`src/rtl/fetch_if.sv`:
```
// Fetch stage bus bundle: instruction RAM read port, decode handshake and
// control-flow inputs. The fetch stage uses the master modport; the RAM,
// decode and control logic side uses the slave modport.
interface fetch_if #(
  parameter int ADDR_WIDTH = 16
);
  logic [ADDR_WIDTH-1:0] mem_addr;
  logic                  mem_rd_en;
  logic [15:0]           mem_rd_data;

  logic [15:0]           inst;
  logic [ADDR_WIDTH-1:0] inst_pc;
  logic                  inst_valid;
  logic                  inst_ready;

  logic                  jump_en;
  logic [ADDR_WIDTH-1:0] jump_addr;
  logic                  halt;

  modport master (
    output mem_addr, mem_rd_en, inst, inst_pc, inst_valid,
    input  mem_rd_data, inst_ready, jump_en, jump_addr, halt
  );

  modport slave (
    input  mem_addr, mem_rd_en, inst, inst_pc, inst_valid,
    output mem_rd_data, inst_ready, jump_en, jump_addr, halt
  );
endinterface

```
`src/rtl/fetch.sv`:
```
// Instruction fetch stage: owns the PC, issues single-word reads to a
// 1-cycle-latency RAM, buffers responses in a small prefetch FIFO and hands
// them to decode over valid/ready. A read is only issued when the FIFO is
// guaranteed to have room for its response, so a response never finds the
// FIFO full. Jumps flush the FIFO and redirect the PC; halt stops new reads.
module fetch #(
  parameter int                    ADDR_WIDTH   = 16,
  parameter int                    DEPTH        = 2,
  parameter logic [ADDR_WIDTH-1:0] RESET_VECTOR = '0
) (
  input  logic     clk,
  input  logic     rst_async,
  fetch_if.master  bus
);
  localparam int PW = $clog2(DEPTH);
  localparam int CW = PW + 1;
  localparam logic [CW:0] DEPTH_C = (CW+1)'(DEPTH);

  typedef logic [ADDR_WIDTH-1:0] addr_t;

  addr_t         pc_q, pc_d;
  addr_t         tag_q, tag_d;
  logic          inflight_q, inflight_d;
  logic          kill_q, kill_d;
  logic [CW-1:0] count_q, count_d;
  logic [PW-1:0] wr_ptr_q, wr_ptr_d;
  logic [PW-1:0] rd_ptr_q, rd_ptr_d;
  logic [15:0]   data_q [DEPTH];
  logic [15:0]   data_d [DEPTH];
  addr_t         addr_q [DEPTH];
  addr_t         addr_d [DEPTH];

  logic          pop;
  logic          push;
  logic          issue;
  logic [CW:0]   occ;

  // Credit check: occupancy after this cycle's pop plus the pending response
  always_comb begin
    pop   = (count_q != '0) && bus.inst_ready;
    push  = inflight_q && !kill_q && !bus.jump_en;
    occ   = {1'b0, count_q} + {{CW{1'b0}}, inflight_q} - {{CW{1'b0}}, pop};
    issue = !rst_async && !bus.halt && !bus.jump_en && (occ < DEPTH_C);
  end

  // Next-state: PC advance on issue, FIFO push/pop, jump flush wins over all
  always_comb begin
    pc_d       = pc_q;
    tag_d      = tag_q;
    inflight_d = issue;
    kill_d     = 1'b0;
    count_d    = count_q;
    wr_ptr_d   = wr_ptr_q;
    rd_ptr_d   = rd_ptr_q;
    data_d     = data_q;
    addr_d     = addr_q;

    if (issue) begin
      pc_d  = pc_q + addr_t'(1);
      tag_d = pc_q;
    end

    if (bus.jump_en) begin
      // A response still in the RAM pipe belongs to the old stream.
      pc_d     = bus.jump_addr;
      kill_d   = inflight_q;
      count_d  = '0;
      wr_ptr_d = '0;
      rd_ptr_d = '0;
    end else begin
      if (push) begin
        data_d[wr_ptr_q] = bus.mem_rd_data;
        addr_d[wr_ptr_q] = tag_q;
        wr_ptr_d         = wr_ptr_q + PW'(1);
      end
      if (pop) begin
        rd_ptr_d = rd_ptr_q + PW'(1);
      end
      count_d = count_q + CW'(push) - CW'(pop);
    end
  end

  // State registers with asynchronous reset
  always_ff @(posedge clk or posedge rst_async) begin
    if (rst_async) begin
      pc_q       <= RESET_VECTOR;
      tag_q      <= '0;
      inflight_q <= 1'b0;
      kill_q     <= 1'b0;
      count_q    <= '0;
      wr_ptr_q   <= '0;
      rd_ptr_q   <= '0;
      data_q     <= '{default: '0};
      addr_q     <= '{default: '0};
    end else begin
      pc_q       <= pc_d;
      tag_q      <= tag_d;
      inflight_q <= inflight_d;
      kill_q     <= kill_d;
      count_q    <= count_d;
      wr_ptr_q   <= wr_ptr_d;
      rd_ptr_q   <= rd_ptr_d;
      data_q     <= data_d;
      addr_q     <= addr_d;
    end
  end

  // A response must never land on a full FIFO; the credit check prevents it
  always_ff @(posedge clk) begin
    if (!rst_async) begin
      assert (!(push && (count_q == CW'(DEPTH))));
    end
  end

  assign bus.mem_addr   = pc_q;
  assign bus.mem_rd_en  = issue;
  assign bus.inst       = data_q[rd_ptr_q];
  assign bus.inst_pc    = addr_q[rd_ptr_q];
  assign bus.inst_valid = (count_q != '0);
endmodule

```
`src/flat_wrapper.sv`:
```
// flat-port wrapper written by rule: the top's interface ports become plain ports
module fetch_flat 
#(
  parameter int                    ADDR_WIDTH   = 16,
  parameter int                    DEPTH        = 2,
  parameter logic [ADDR_WIDTH-1:0] RESET_VECTOR = '0
)
  (clk, rst_async, bus_mem_addr, bus_mem_rd_en, bus_inst, bus_inst_pc, bus_inst_valid, bus_mem_rd_data, bus_inst_ready, bus_jump_en, bus_jump_addr, bus_halt);
  fetch_if #(.ADDR_WIDTH(ADDR_WIDTH)) bus_i ();
  input  logic clk;
  input  logic rst_async;
  output wire logic [$bits(bus_i.mem_addr)-1:0] bus_mem_addr;
  output wire logic [$bits(bus_i.mem_rd_en)-1:0] bus_mem_rd_en;
  output wire logic [$bits(bus_i.inst)-1:0] bus_inst;
  output wire logic [$bits(bus_i.inst_pc)-1:0] bus_inst_pc;
  output wire logic [$bits(bus_i.inst_valid)-1:0] bus_inst_valid;
  input wire logic [$bits(bus_i.mem_rd_data)-1:0] bus_mem_rd_data;
  input wire logic [$bits(bus_i.inst_ready)-1:0] bus_inst_ready;
  input wire logic [$bits(bus_i.jump_en)-1:0] bus_jump_en;
  input wire logic [$bits(bus_i.jump_addr)-1:0] bus_jump_addr;
  input wire logic [$bits(bus_i.halt)-1:0] bus_halt;
  assign bus_mem_addr = bus_i.mem_addr;
  assign bus_mem_rd_en = bus_i.mem_rd_en;
  assign bus_inst = bus_i.inst;
  assign bus_inst_pc = bus_i.inst_pc;
  assign bus_inst_valid = bus_i.inst_valid;
  assign bus_i.mem_rd_data = bus_mem_rd_data;
  assign bus_i.inst_ready = bus_inst_ready;
  assign bus_i.jump_en = bus_jump_en;
  assign bus_i.jump_addr = bus_jump_addr;
  assign bus_i.halt = bus_halt;
  fetch #(.ADDR_WIDTH(ADDR_WIDTH), .DEPTH(DEPTH), .RESET_VECTOR(RESET_VECTOR)) u_core (.clk(clk), .rst_async(rst_async), .bus(bus_i));
endmodule
```
`config.mk`:
```
export PLATFORM = sky130hd
export DESIGN_NAME = fetch_flat
export DESIGN_NICKNAME = d
export VERILOG_FILES = /design/src/rtl/fetch_if.sv /design/src/rtl/fetch.sv /design/src/flat_wrapper.sv
export SDC_FILE = /design/constraint.sdc
export NUM_CORES = 1
export LEC_CHECK = 0
export ABC_AREA = 0
export CORE_AREA = 3 3 113 115
export CTS_CLUSTER_DIAMETER = 40
export CTS_CLUSTER_SIZE = 25
export DETAILED_ROUTE_END_ITERATION = 8
export DIE_AREA = 0 0 116 118
export GPL_ROUTABILITY_DRIVEN = 0
export PLACE_DENSITY = 0.7
export REMOVE_ABC_BUFFERS = 1
export SLEW_MARGIN = 40
export SYNTH_ARGS = -nofsm -noshare
export SYNTH_HDL_FRONTEND = slang
export SYNTH_SLANG_ARGS = --single-unit
```
`constraint.sdc`:
```
create_clock -name clk -period 5 [get_ports clk]
set_input_delay 1.5 -clock clk [delete_from_list [all_inputs] [get_ports clk]]
set_output_delay 1.5 -clock clk [all_outputs]
set_load 0.02 [all_outputs]
```
==> results of run 1 <==
-- routing by layer --
layer / share of wire [%] / wire [um] / vias to the layer above / global-route usage [%]
li1: - / - / 1519 / -
met1: 42 / 4360 / 1626 / 19.9
met2: 51 / 5330 / 102 / 26.3
met3: 5.3 / 546 / 11 / 2.47
met4: 1.3 / 136 / 0 / 6.16
met5: 0 / 0 / - / 0
-- synth_stat cells (2+ instances only) --
cell type and number:
and4_1 3, and2_1 3, o21ai_1 6, nand4_1 5, a221o_1 7, nand3_1 3, o311ai_1 3, and3_1 7
nand2_1 56, clkbuf_1 9, buf_4 3, a21o_1 6, nor2_1 6, ha_1 3, mux2i_1 3, nor2b_1 3
nor4_1 3, inv_1 6, nor3b_1 2, inv_2 2, buf_2 7, xor2_1 4, or4_1 2, buf_6 2
dfrtp_1 102, a22oi_1 4, nor3_1 10, mux2_2 7, mux2_1 89, xnor2_1 4
-- sequential cells by signal, summed over array words and instances (netlist names) --
signal and count:
u_core.addr_q 32, u_core.bus.mem_addr 16, u_core.count_q 2, u_core.data_q 32
u_core.inflight_q 1, u_core.kill_q 1, u_core.rd_ptr_q 1, u_core.tag_q 16
u_core.wr_ptr_q 1
-- final timing paths --
path / from / to / slack [ns] / depth (start not counted)
worst max register to register: u_core.count_q[1]$_DFF_PP0_ / u_core.bus.mem_addr[11]$_DFFE_PP0P_ / 2.28 / 9
worst min-delay path: u_core.addr_q[23]$_DFFE_PP0P_ / u_core.addr_q[23]$_DFFE_PP0P_ / 0.48 / 1
min in group asynchronous: rst_async / u_core.bus.mem_addr[3]$_DFFE_PP0P_ / 1.76 / 2
max in group asynchronous: rst_async / u_core.addr_q[27]$_DFFE_PP0P_ / 2.56 / 3
worst min register to register: u_core.addr_q[23]$_DFFE_PP0P_ / u_core.addr_q[23]$_DFFE_PP0P_ / 0.48 / 1
worst max-delay path: bus_inst_ready / bus_mem_rd_en / 0.17 / 8
-- final cells by class --
| class | count | area share (%) |
|---|---|---|
| repair buffers | 95 | 15.4 |
| inverters | 8 | 0.626 |
| flip-flops and latches | 102 | 42.6 |
| well taps | 147 | 3.07 |
| multi-input cells | 248 | 33.8 |
| clock inverters | 4 | 0.396 |
| clock buffers | 11 | 4.05 |
-- power by group through the flow --
| stage | combinational [mW] | clock [mW] | sequential [mW] |
|---|---|---|---|
| detailed placement | 1.39 | 0 | 1.40 |
| global route | 1.49 | 0.696 | 1.43 |
| finish | 1.37 | 0.639 | 1.38 |
| CTS | 1.39 | 0.659 | 1.39 |
| floorplan | 0.792 | 0 | 1.34 |
| global placement | 1.36 | 0 | 1.37 |
-- placed cells by master (no fill, tap or decap), drive strengths merged, types with 6 or more instances in the layout --
| cell type | instances |
|---|---|
| inv | 8 |
| nor2 | 6 |
| o21ai | 8 |
| clkbuf | 12 |
| nand2 | 56 |
| dfrtp | 102 |
| buf | 9 |
| mux2 | 96 |
| nor3 | 10 |
| and3 | 7 |
| a221o | 7 |
| clkdlybuf4s50 | 85 |
| a21o | 6 |
-- per-stage QoR --
step	util, %	setup TNS [ns]	worst slack [ns]
after floorplan	-	0	0.165
after global placement	48.0	-0.190	-0.190
after detailed placement	48.1	-0.263	-0.263
after CTS	50.3	0	0.0231
after global routing	50.3	0	0.0412
final	50.3	0	0.172
-- cell families (layout without fill, tap and decap cells) --
group / after synthesis / count (layout) / share of synthesized area [%]
AOI/OAI and AO/OA: 31 / 31 / 5.18
DFF: 102 / 102 / 54.2
buffers and inverters: 29 / 118 / 3.06
adders and majority gates: 4 / 4 / 1.22
muxes: 99 / 99 / 23.6
xor gates and xnor gates: 8 / 8 / 1.49
and+or+nand+nor: 106 / 106 / 11.2
-- critical path, stage by stage --
cell	delay (ns)
clkdlybuf4s50_1	0.50
xor2_1	0.16
nand2_1	0.09
fa_1	0.51
nor4b_4	0.22
nand2_1	0.12
inv_2	0.07
clkbuf_2	0.16
-- repair_timing --
item	in CTS	in global routing
setup endpoints to repair	1	1
gates resized for setup	2	1
pin swaps	0	0
==> impl_metrics.py, run 1 <==
metrics = {
    "synth": {
        "syn_avg_cell_area_um2": 12.4,
        "yosys.area.top_type": "dfrtp_1",
        "yosys_warnings": 0,
        "synth_area_leaders": "dfrtp_1 54%, mux2_1 21%, nand2_1 4.5%",
        "synth_cells": 379,
        "synth_edf_count": 0,
        "ys.flop_type": "dfrtp_1",
        "synthArstFlopShare_pct": 100,
        "yosysUniqueCellTypes": 39,
        "ys_seq_area_share_pct": 54.2,
        "ys_seq_elements": 102,
        "synth.cell_area_mm2": 0.00471,
        "synth.top_cell.area_share_pct": 54.2,
    },
    "die": {
        "die_w_um": 116,
        "dieArea_mm2": 0.0137,
        "die_y_um": 118,
        "start_util_pct": 39.5,
        "coreArea_mm2": 0.0119,
        "fp-row-count": 40,
        "io_pins": 87,
    },
    "timing": {
        "final-setup-viol-count": 0,
        "finalClockSkew_ns": 0.00831,
        "worst_pin_slew_ns": 0.610,
        "slew_headroom_pct": 59.2,
        "rsz0062_at_grt": "false",
        "min_period_ns": 4.83,
        "drv_slew": 0,
        "fmax_mhz": 207,
        "hold_slack_ns": 0.481,
        "period_share_pct": 96.6,
        "finalHoldViolations": 0,
    },
    "clock_tree": {
        "cts_root_buffer": "clkbuf_16",
        "worstSkewPairLatency_ns": 0.34,
        "clk_pin_slew_ns": 0.07,
        "cts_sinks": 102,
        "cts.path.max_buffers": 2,
        "numCtsBuffers": 9,
        "cts_setup_buffers": 0,
        "cts_hold_buffers": 0,
        "tritoncts": "done",
        "htreeDepth": 3,
    },
    "placement": {
        "place_inst": 600,
        "portBuffers": 86,
        "dp_hpwl_mm": 6.95,
        "placed_cell_area_mm2": 0.00573,
    },
    "power_and_ir_drop": {
        "power_switching_mw": 1.18,
        "pwr-share-comb_pct": 40.4,
        "p_leak_nw": 2.82,
        "seqPwrFrac_pct": 40.7,
        "clkPwrFrac_pct": 18.9,
        "p_sw_share_pct": 35.0,
        "internal_power_mw": 2.20,
        "ir_drop_uv": 284,
        "power.total_mw": 3.39,
        "power_density_mw_per_mm2": 565,
    },
    "hold_path": {
        "worstHoldPathType": "reg -> reg",
    },
    "route": {
        "dr_total_vias": 3258,
        "drt-initial-drc-count": 214,
        "wl_per_cell_um": 16.9,
        "post_drt_via_cell_ratio": 5.30,
        "drc": 0,
        "wirelength_mm": 10.4,
        "first_pass_iters": 4,
        "ant_nets": 0,
    },
    "flow_run": {
        "maxCapViolCount": 0,
    },
    "worst_setup_path": {
        "arrival_ns": 3.33,
        "cp-start-kind": "input pin",
        "path_max_fanout": 2,
        "required_ns": 3.50,
        "critical_path_class": "in -> out",
        "crit_path_end_kind": "output pin",
    },
    "global_route": {
        "grt_overflow": 0,
        "grt_pass1_vias": 3307,
        "grt_max_degree": 87,
        "grt_use_total_pct": 15.6,
        "grt_pass1_wl_mm": 16.9,
        "antenna_found_initial": 0,
    },
    "layout": {
        "area_growth_pct": 27.3,
        "fin_nets": 505,
        "multiInputGateArea_mm2": 0.00203,
        "design_area_mm2": 0.00600,
        "num_antenna_cells": 0,
        "final-seq-area_mm2": 0.00256,
        "drive_above_1_share_pct": 8.76,
        "fillerInstances": 1073,
        "instances_no_fill": 615,
    },
    "run_status": {
        "status": "finished clean",
    },
}
Power figures use the tool's default switching activity.
==> inputs of run 2 (changes only) <==
PLACE_DENSITY = 0.72   (was 0.7)
clock period = 4.31 ns   (was 5 ns; I/O delays follow)
==> run 2 against run 1 <==
Compared with the run above:
- highest routed layer unchanged
- clock skew is 0.0032 ns lower
- largest power group is now combinational logic
- die area is the same
- worst setup slack improved by 0.013 ns
==> impl_metrics.py, run 2 (synthesis gave the netlist of run 1 again) <==
metrics = {
    "die": {
        "start_util_pct": 39.5,
        "fp-row-count": 40,
        "die_w_um": 116,
        "die_y_um": 118,
        "coreArea_mm2": 0.0119,
        "io_pins": 87,
        "dieArea_mm2": 0.0137,
    },
    "route": {
        "post_drt_via_cell_ratio": 5.17,
        "wirelength_mm": 10.6,
        "ant_nets": 0,
        "wl_per_cell_um": 16.8,
        "dr_total_vias": 3249,
        "first_pass_iters": 5,
        "drt-initial-drc-count": 186,
        "drc": 0,
    },
    "clock_tree": {
        "cts_root_buffer": "clkbuf_16",
        "cts.path.max_buffers": 2,
        "tritoncts": "done",
        "clk_pin_slew_ns": 0.07,
        "worstSkewPairLatency_ns": 0.34,
        "cts_sinks": 102,
        "numCtsBuffers": 9,
        "htreeDepth": 3,
    },
    "timing": {
        "hold_slack_ns": 0.482,
        "period_share_pct": 95.7,
        "slew_headroom_pct": 58.2,
        "min_period_ns": 4.13,
        "finalHoldViolations": 0,
        "drv_slew": 0,
        "fmax_mhz": 242,
        "worst_pin_slew_ns": 0.625,
        "final.setup.tns_ns": 0,
        "rsz0062_at_grt": "false",
        "finalClockSkew_ns": 0.00516,
        "final-setup-viol-count": 0,
    },
    "layout": {
        "fillerInstances": 1045,
        "area_growth_pct": 30.9,
        "drive_above_1_share_pct": 11.2,
        "design_area_mm2": 0.00616,
        "layout_commonest_cell": "dfrtp_1",
        "multiInputGateArea_mm2": 0.00202,
        "num_antenna_cells": 0,
        "fin_nets": 517,
        "final_util_pct": 51.8,
        "most-common-layout-cells": "102 x dfrtp_1, 89 x mux2_1, 84 x clkdlybuf4s50_1",
        "instances_no_fill": 628,
        "final-seq-area_mm2": 0.00255,
        "top_regs": "u_core.addr_q x32, u_core.data_q x32",
    },
    "worst_setup_path": {
        "path_buf_inv": 3,
        "crit_path_end_kind": "output pin",
        "critical-path-max-stage-delay_ns": 0.53,
        "crit_family": "adder cells",
        "slowest_stage": "fa_1",
        "cp_common_cell": "nand2_1",
        "path_max_fanout": 2,
        "critical_path_class": "in -> out",
        "cp-start-kind": "input pin",
        "required_ns": 3.02,
        "path_cells": "dlygate4sd2_1 -> xor2_1 -> nand2_1 -> fa_1 -> nor4b_4 -> nand2_1 -> inv_2 -> buf_4",
        "arrival_ns": 2.83,
    },
    "flow_run": {
        "maxCapViolCount": 0,
    },
    "run_status": {
        "status": "finished clean",
    },
    "global_route": {
        "grt_overflow": 0,
        "antenna_found_initial": 0,
        "grt_pass1_wl_mm": 17.5,
        "grt_pass1_vias": 3535,
        "grt_max_degree": 66,
        "grt_use_total_pct": 16.1,
    },
    "placement": {
        "place_inst": 605,
        "placed_cell_area_mm2": 0.00578,
        "dp_hpwl_mm": 7.26,
        "portBuffers": 86,
    },
    "hold_path": {
        "worstHoldPathType": "reg -> reg",
    },
    "power_and_ir_drop": {
        "p_leak_nw": 2.91,
        "ir_drop_uv": 314,
        "power_density_mw_per_mm2": 671,
    },
}
[run 2: timing repair]
item	CTS	global route
hold buffers	0	0
endpoints found under the setup margin	1	0
setup buffers	7	0
gates resized for setup	6	0
[run 2: area by class of cell]
type | instances | area share, %
inverters | 8 | 0.568
repair buffers | 107 | 16.9
well taps | 147 | 2.98
clock inverters | 7 | 1.68
flip-flops and latches | 102 | 41.4
multi-input cells | 248 | 32.8
clock buffers | 9 | 3.65
[run 2: worst paths after layout]
path / slack (ns) / start / cells after the start / endpoint
max in group asynchronous: 1.98 / rst_async / 4 / u_core.bus.mem_addr[12]$_DFFE_PP0P_
worst max-delay path: 0.18 / bus_inst_ready / 8 / bus_mem_rd_en
worst min-delay path: 0.48 / u_core.data_q[3]$_DFFE_PP0P_ / 1 / u_core.data_q[3]$_DFFE_PP0P_
min in group asynchronous: 1.56 / rst_async / 3 / u_core.count_q[0]$_DFF_PP0_
worst min register to register: 0.48 / u_core.data_q[3]$_DFFE_PP0P_ / 1 / u_core.data_q[3]$_DFFE_PP0P_
worst max register to register: 0.78 / u_core.count_q[1]$_DFF_PP0_ / 16 / u_core.bus.mem_addr[11]$_DFFE_PP0P_
[run 2: power by group]
part	switching [mW]	total, mW	leakage, nW	internal, mW
Combinational	0.796	1.68	1.43	0.880
Sequential	0.254	1.57	1.32	1.31
Clock	0.375	0.893	0.161	0.519
Total	1.42	4.13	2.91	2.71
[run 2: routing by layer]
layer | track usage [%] | part of all wire [%]
met4 | 4.13 | 1.2
met2 | 27.7 | 51
met5 | 0 | 0
met3 | 3.65 | 4.5
met1 | 20.2 | 44
[run 2: metrics by stage]
stage          worst slack [ns]  power [mW]
5_1_grt                  0.0558        4.39
2_1_floorplan            -0.111        2.48
4_1_cts                   0.195        4.17
3_3_place_gp             -0.464        3.19
3_5_place_dp             -0.490        3.25
6_report                  0.185        4.13
==> patch (config.mk and constraints of run 1) <==
Reset style: synchronous (`rst_async`), changed in one clocked block. Comments in the files are not updated.
--- a/src/rtl/fetch.sv
+++ b/src/rtl/fetch.sv
@@ -83,3 +83,3 @@
   // State registers with asynchronous reset
-  always_ff @(posedge clk or posedge rst_async) begin
+  always_ff @(posedge clk) begin
     if (rst_async) begin
Check against the original RTL: differs if rst_async is asserted again (counterexample within 4 cycles, from zero or initial values and one cycle with rst_async high); with rst_async held inactive, the same outputs for 4 cycles.
==> patch against run 1 <==
Register-to-register slack lost 0.35 ns; final area shrank 4.9%; non-clock buffer count grew 3; via count grew 24%; die area is the same; setup slack lost 0.051 ns; maximum frequency shrank 1.1%; sequential share of layout area shrank 6.8 points; worst hold slack lost 0.028 ns; count of clock-buffer cells in the layout is the same; area after synthesis shrank 7.2%; sequential cell count is the same; wire length grew 14%.
Power is not compared: it rests on default switching activity, and its combinational part moved more than twofold at a synthesized area within 25%.
==> patch: results (changes against run 1) <==
met3RoutedLength_um: 678  # +24%
signal_buffer_area_fraction: 0.168  # +0.0145
clock_skew_ns: 0.00713  # -0.00119 ns
seq_cells: 102  # unchanged
grt_util_all_layers: 0.176  # +0.0197
hold_start: "u_core.addr_q[21]"
slew_headroom: 0.522  # -0.0702
final_cell_count_no_fill: 762  # +24%
clk_share: 0.0636  # +0.0192
outcome: "completed"
synthDistinctLibCells: 45  # +15%
r2r-start: "u_core.count_q[1]"
wl_per_cell_um: 15.6  # -7.6%
rrSetupSlack_ns: 1.93  # -0.35 ns
ys_async_sr_fraction: 0  # -1.00
worstPathArrival_ns: 3.38  # +0.05 ns
placed_cells: 747  # +25%
synth_compound_area_frac: 0.148  # +0.0963
cts_resized: 6  # +4
dr.first_iter.drc_count: 261  # +22%
final_nets: 651  # +29%
grt.met1_usage: 0.219  # +0.0195
synthAdderAreaFrac: 0.0103  # -0.00191
grt_pass1_wl_um: 19500  # +16%
inv_count: 9  # +1
gr-usage-met2: 0.297  # +0.0345
fillers: 1135  # +5.8%
syn-instance-count: 543  # +43%
postPlaceCellArea_um2: 5340  # -6.7%
synthMuxAreaShare: 0.0848  # -0.151
critPathMaxFanout: 3  # +1
ys.flop_type: "dfxtp_1"
==> patch: changes by cell type in the layout (fill, tap and decap cells not counted), moves of 7 or more <==
| cell | delta |
|---|---|
| dfrtp_1 | -101 |
| nand3_1 | +10 |
| mux2_1 | -89 |
| a21oi_1 | +88 |
| dfxtp_1 | +101 |
| mux2_2 | +25 |
| a221o_1 | -7 |
| nand2_1 | +121 |
==> patch: worst max-delay path by stage <==
stage / endpoint / cells past startpoint / slack [ns]
3_3_place_gp: bus_mem_rd_en / 8 / -0.61
6_report: bus_mem_rd_en / 8 / 0.12
2_1_floorplan: bus_mem_rd_en / 6 / -0.16
5_1_grt: bus_mem_rd_en / 8 / 0.03
4_1_cts: bus_mem_rd_en / 8 / 0.1
3_5_place_dp: bus_mem_rd_en / 8 / -0.65
==> patch: worst max-delay path, cell delays in order <==
cell           delay (ns)
dlygate4sd2_1        0.25
xor2_1               0.16
nand2_1              0.08
fa_1                 0.48
or4b_1               0.44
or2_1                0.26
inv_2                0.07
buf_4                0.13
